### config.mk
export PLATFORM = sky130hd
export DESIGN_NAME = gated_reg_bist
export DESIGN_NICKNAME = d
export VERILOG_FILES = /design/src/rtl/gated_reg_bist.sv
export SDC_FILE = /design/constraint.sdc
export NUM_CORES = 1
export LEC_CHECK = 0
export BUFFER_PORTS_ARGS = -buffer_cell sky130_fd_sc_hd__buf_4
export CELL_PAD_IN_SITES_DETAIL_PLACEMENT = 1
export CELL_PAD_IN_SITES_GLOBAL_PLACEMENT = 1
export CORE_ASPECT_RATIO = 0.7
export CORE_UTILIZATION = 35
export CTS_CLUSTER_SIZE = 20
export DETAILED_ROUTE_END_ITERATION = 8
export HOLD_SLACK_MARGIN = 0.03
export PLACE_DENSITY_LB_ADDON = 0.3
export SETUP_SLACK_MARGIN = 0.4
export SYNTH_ARGS = -nofsm -noshare
export SYNTH_HDL_FRONTEND = slang
export SYNTH_SLANG_ARGS = --single-unit
### constraint.sdc
create_clock -name CLK -period 4 [get_ports CLK]
set_clock_uncertainty 0.15 [all_clocks]
set_input_delay 0.8 -clock CLK [delete_from_list [all_inputs] [get_ports CLK]]
set_output_delay 0.8 -clock CLK [all_outputs]
set_load 0.01 [all_outputs]
### src/rtl/gated_reg_bist.sv
// On-chip BIST for an enabled (clock-gated) register: LFSR-driven D/EN stimulus, shadow-model
// prediction of D_OUT and a saturating mismatch counter.
module gated_reg_bist #(
   parameter int unsigned WIDTH       = 4,
   parameter int unsigned NUM_VECTORS = 16,
   parameter logic [7:0]  SEED        = 8'hA5
) (
   input  logic             CLK,
   input  logic             RST,
   input  logic             START,
   input  logic [WIDTH-1:0] DUT_D_OUT,
   output logic [WIDTH-1:0] BIST_D_IN,
   output logic             BIST_EN,
   output logic             BUSY,
   output logic             DONE,
   output logic             PASS,
   output logic [7:0]       ERR_CNT
);

   typedef enum logic [1:0] {StIdle, StRun, StDrain, StDone} state_e;

   localparam logic [7:0] LastIdx = 8'(NUM_VECTORS - 1);

   state_e           state_q, state_d;
   logic [7:0]       lfsr_q, lfsr_d;
   logic [7:0]       idx_q, idx_d;
   logic [WIDTH-1:0] shadow_q, shadow_d;
   logic [WIDTH-1:0] d_in_q, d_in_d;
   logic             en_q, en_d;
   logic             busy_q, busy_d;
   logic             done_q, done_d;
   logic             pass_q, pass_d;
   logic             cmp_valid_q, cmp_valid_d;
   logic [7:0]       err_cnt_q, err_cnt_d;
   logic             mismatch;

   function automatic logic [7:0] lfsr_next(input logic [7:0] v);
      return {v[6:0], v[7] ^ v[5] ^ v[4] ^ v[3]};
   endfunction

   always_comb begin
      state_d     = state_q;
      lfsr_d      = lfsr_q;
      idx_d       = idx_q;
      shadow_d    = shadow_q;
      d_in_d      = d_in_q;
      en_d        = en_q;
      busy_d      = busy_q;
      done_d      = done_q;
      pass_d      = pass_q;
      err_cnt_d   = err_cnt_q;
      // A vector driven during a RUN cycle is captured at the next edge and checked one edge later.
      cmp_valid_d = (state_q == StRun);

      mismatch = cmp_valid_q && (DUT_D_OUT != shadow_q);
      if (mismatch && (err_cnt_q != 8'hFF)) begin
         err_cnt_d = err_cnt_q + 8'd1;
      end

      if (state_q == StRun) begin
         shadow_d = en_q ? d_in_q : shadow_q;
      end

      unique case (state_q)
         StIdle, StDone: begin
            if (START) begin
               state_d   = StRun;
               idx_d     = 8'd0;
               d_in_d    = SEED[WIDTH-1:0];
               en_d      = 1'b1;  // vector 0 always loads, so the unreset register gets defined
               lfsr_d    = lfsr_next(SEED);
               busy_d    = 1'b1;
               done_d    = 1'b0;
               pass_d    = 1'b0;
               err_cnt_d = 8'd0;
            end
         end
         StRun: begin
            if (idx_q == LastIdx) begin
               state_d = StDrain;
               en_d    = 1'b0;
            end else begin
               idx_d  = idx_q + 8'd1;
               d_in_d = lfsr_q[WIDTH-1:0];
               en_d   = lfsr_q[7];
               lfsr_d = lfsr_next(lfsr_q);
            end
         end
         StDrain: begin
            state_d = StDone;
            busy_d  = 1'b0;
            done_d  = 1'b1;
            pass_d  = (err_cnt_d == 8'd0);
         end
         default: state_d = StIdle;
      endcase
   end

   always_ff @(posedge CLK) begin
      if (RST) begin
         state_q     <= StIdle;
         lfsr_q      <= SEED;
         idx_q       <= 8'd0;
         shadow_q    <= '0;
         d_in_q      <= '0;
         en_q        <= 1'b0;
         busy_q      <= 1'b0;
         done_q      <= 1'b0;
         pass_q      <= 1'b0;
         cmp_valid_q <= 1'b0;
         err_cnt_q   <= 8'd0;
      end else begin
         state_q     <= state_d;
         lfsr_q      <= lfsr_d;
         idx_q       <= idx_d;
         shadow_q    <= shadow_d;
         d_in_q      <= d_in_d;
         en_q        <= en_d;
         busy_q      <= busy_d;
         done_q      <= done_d;
         pass_q      <= pass_d;
         cmp_valid_q <= cmp_valid_d;
         err_cnt_q   <= err_cnt_d;
      end
   end

   assign BIST_D_IN = d_in_q;
   assign BIST_EN   = en_q;
   assign BUSY      = busy_q;
   assign DONE      = done_q;
   assign PASS      = pass_q;
   assign ERR_CNT   = err_cnt_q;

endmodule
==> impl_results.md <==
* Initial antenna violation count at 0
* Pre-CTS WS at between 1000 and 1500 ps
* Post-cts sizing count at 0
* Postcts setup bufs at 0
* Max Buffers Root-to-Sink at 2
* Top_reg_cell synth: dfxtp_1
* Num CTS Buffers at 5
* Max Cap Viol at 0
* Fmax at ~0.42 GHz
* HPWL Detailed at 3120 um
* DRC Markers at 0
* Synth cell types at 42
* Post-Synth Simple-Gate Area at between 20% and 30%
* Pwr Density at approximately 570 nW/um^2
* Register area share after synthesis at around two fifths
* Yosys warnings at 0
* Via count at 1514
* Antenna Diode Count at 0
* Routed Wire Length at roughly 4300 um
* Worst setup SP type: input port
* CTS Hold Buffers Added at 0
* Synthesized Nets at roughly 220
* Ys async rst share at 0%
* Layout cell share with drive strength beyond 1 at roughly 16%
* Tmin final at approximately 2400 ps
* Netlist Area Pre-Place at about 1800 sq um
* Num rows at 21
* Clock power frac at between 20% and 30%
* Synth Area in Compound Gates at between 10% and 20%
* Mean Syn Cell Area at a little under 9 sq um
* Sequential Power Share at about 43%
* CTS sink cnt at 36
* Cells along the critical path: buf_4 -> xnor2_1 -> nand4_1 -> a211o_1 -> a222oi_1 -> a2bb2oi_1
* Peak VDD IR at roughly 260 uV
* Total GRT Usage at 17.2%
* Combinational share of power at around 34%
* Multi-input logic area at between 900 and 1000 sq um
* Port bufs at 22
* Pleak at ~0.0008 uW
* Worst setup EP type: flop
* Fin nets at about 230
* Clock latency on the worst-skew pair at roughly 290 ps
* H-tree depth at 2
* Worst-Margin Slew at approximately 630 ps
* Post-route clock period utilization at between 60% and 70%
* Drt first pass iters at 4
* Internal power component at 743 uW
* Root Buffer: clkbuf_8
* RSZ-0062 raised after global routing: false
* Switch share at between 30% and 40%
* Final Max Slew Viols at 0
* First-pass GRT wire length at 7130 um
* Slew margin rel. at a little under 60%
* Clock transition at the registers of the reported paths at 80 ps
* Syn-to-layout area delta at 13.6%
* Die Footprint at 5470 sq um
* Final Setup Violations at 0
* Critical-path maximum fanout at 13
* Vias in the first global route at roughly 1400
* Post-synth EDFFs at 0
* Routed WL per cell at ~15 um
* Synth Area in XOR/XNOR at 9.68%
* Final WS setup at roughly 1600 ps
* Area of the core at 4860 sq um
* Mapped Cells at 206
* Adder-Cell Fraction of Synth Area at roughly 3.5%
* FF/Latch Area at ~720 sq um
* Final hold violations at 0
* Slowest stage delay, CP at approximately 470 ps
* DRT antenna net count at 0
* GR Overflow Total at 0
* Worst endpoint data arrival time at roughly 2500 ps
* Die height at approximately 62 um
* Setup TNS Final at 0 ps
* Die W at around 90 um
* Worst EP required at around 4100 ps
* Filler cell count at 585
* Io pins at 23
* Largest family of logic cells by synthesized area: simple AND/OR/NAND/NOR gates
* GPL Wtd Cong at between 0.7 and 0.8
* Post-synthesis mux area share at under 10%
* Setup CP Type: in2reg
* DRT iter0 DRCs at a little over 90
* Most frequent cells in the layout: dfxtp_1, nor2_1, buf_4, nand2_1, a21oi_1
* Initial Util at a little under two fifths
* Highest-delay cell along the critical path: nand4_1
* Hold WC Path Type: reg2reg
* Via/cell ratio at approximately 5.2
* Most common cell after layout, fill and taps aside: dfxtp_1
* Largest net degree at the start of global routing at 26
* Outcome: completed
* Synth Register Bits at 36
* NetSw at between 400 and 500 uW
* CTS tree: yes
-- through the flow --
stage	instance area [sq um]	hold slack, ps	total power, uW	utilization (%)	std cells
after global placement	1960	310	903	40.4	282
after floorplan	1810	288	812	-	206
final	2050	326	1170	42.3	290
after global routing	2050	352	1260	42.3	290
after detailed placement	1960	318	906	40.4	282
after CTS	2050	333	1180	42.3	290
-- synthesized netlist by cell type, types with 2 or more instances --
| library cell | instances | area [sq um] |
|---|---|---|
| a221o_1 | 2 | 20.0 |
| xor2_1 | 11 | 96.3 |
| mux2i_1 | 6 | 60.1 |
| o21ai_1 | 2 | 10.0 |
| o22ai_1 | 3 | 18.8 |
| nand3_1 | 8 | 40.0 |
| nor2_1 | 27 | 101 |
| ha_1 | 5 | 62.6 |
| inv_1 | 5 | 18.8 |
| a21oi_1 | 15 | 75.1 |
| a311oi_1 | 2 | 17.5 |
| nand2_1 | 17 | 63.8 |
| dfxtp_1 | 36 | 721 |
| nand2b_1 | 3 | 18.8 |
| buf_6 | 2 | 22.5 |
| buf_4 | 7 | 52.6 |
| xnor2_1 | 9 | 78.8 |
| a22oi_1 | 2 | 15.0 |
| a211o_1 | 2 | 17.5 |
| clkbuf_1 | 5 | 18.8 |
| a21o_1 | 2 | 15.0 |
| nand4_1 | 11 | 68.8 |
| nor4_1 | 2 | 12.5 |
| and3_1 | 4 | 25.0 |
-- worst max-delay path, delay by kind of cell --
kind	cells	cell delay, ps
simple gates	1	470
xor+xnor	1	130
buf+inv	1	110
compound gates	3	960
-- logic make-up after synthesis --
kind of cell	Yosys count
xor+xnor	20
buf+inv	20
flops	36
compound gates	39
fa+ha+maj	5
mux	6
simple gates	80
-- registers in the layout, indices dropped and copies added (netlist names) --
name	count
ERR_CNT	8
BUSY	1
BIST_EN	1
PASS	1
lfsr_q	8
state_q	2
shadow_q	4
idx_q	8
BIST_D_IN	1
DONE	1
cmp_valid_q	1
-- worst paths after layout --
kind / from / to / slack [ps] / cells past startpoint
min: shadow_q[3]$_SDFFE_PP0P_ / shadow_q[3]$_SDFFE_PP0P_ / 330 / 2
min reg2reg: shadow_q[3]$_SDFFE_PP0P_ / shadow_q[3]$_SDFFE_PP0P_ / 330 / 2
max: DUT_D_OUT[2] / PASS$_SDFFE_PP0P_ / 1600 / 6
max reg2reg: state_q[0]$_SDFFE_PP0P_ / PASS$_SDFFE_PP0P_ / 1650 / 7
-- power groups by stage --
stage | combinational (uW) | sequential [uW] | clock [uW]
6_report | 395 | 505 | 270
5_1_grt | 443 | 517 | 300
4_1_cts | 396 | 503 | 281
3_5_place_dp | 395 | 511 | 0
3_3_place_gp | 391 | 512 | 0
2_1_floorplan | 317 | 495 | 0
-- cell type report --
cell class                 count  share of cell area [%]
multi-input combinational    150                    47.3
sequential                    36                    35.1
timing repair buffer          22                    8.04
tap                           69                    4.20
clock buffer                   6                    4.02
inverter                       5                   0.914
clock inverter                 2                   0.487
-- metal layers --
metal,track usage (%),vias up,share of wire (%)
li1,-,750,-
met1,26.9,726,57
met2,22.0,31,37
met3,4.26,7,4.8
met4,6.76,0,1.4
met5,0,-,0
Power figures use the tool's default switching activity.
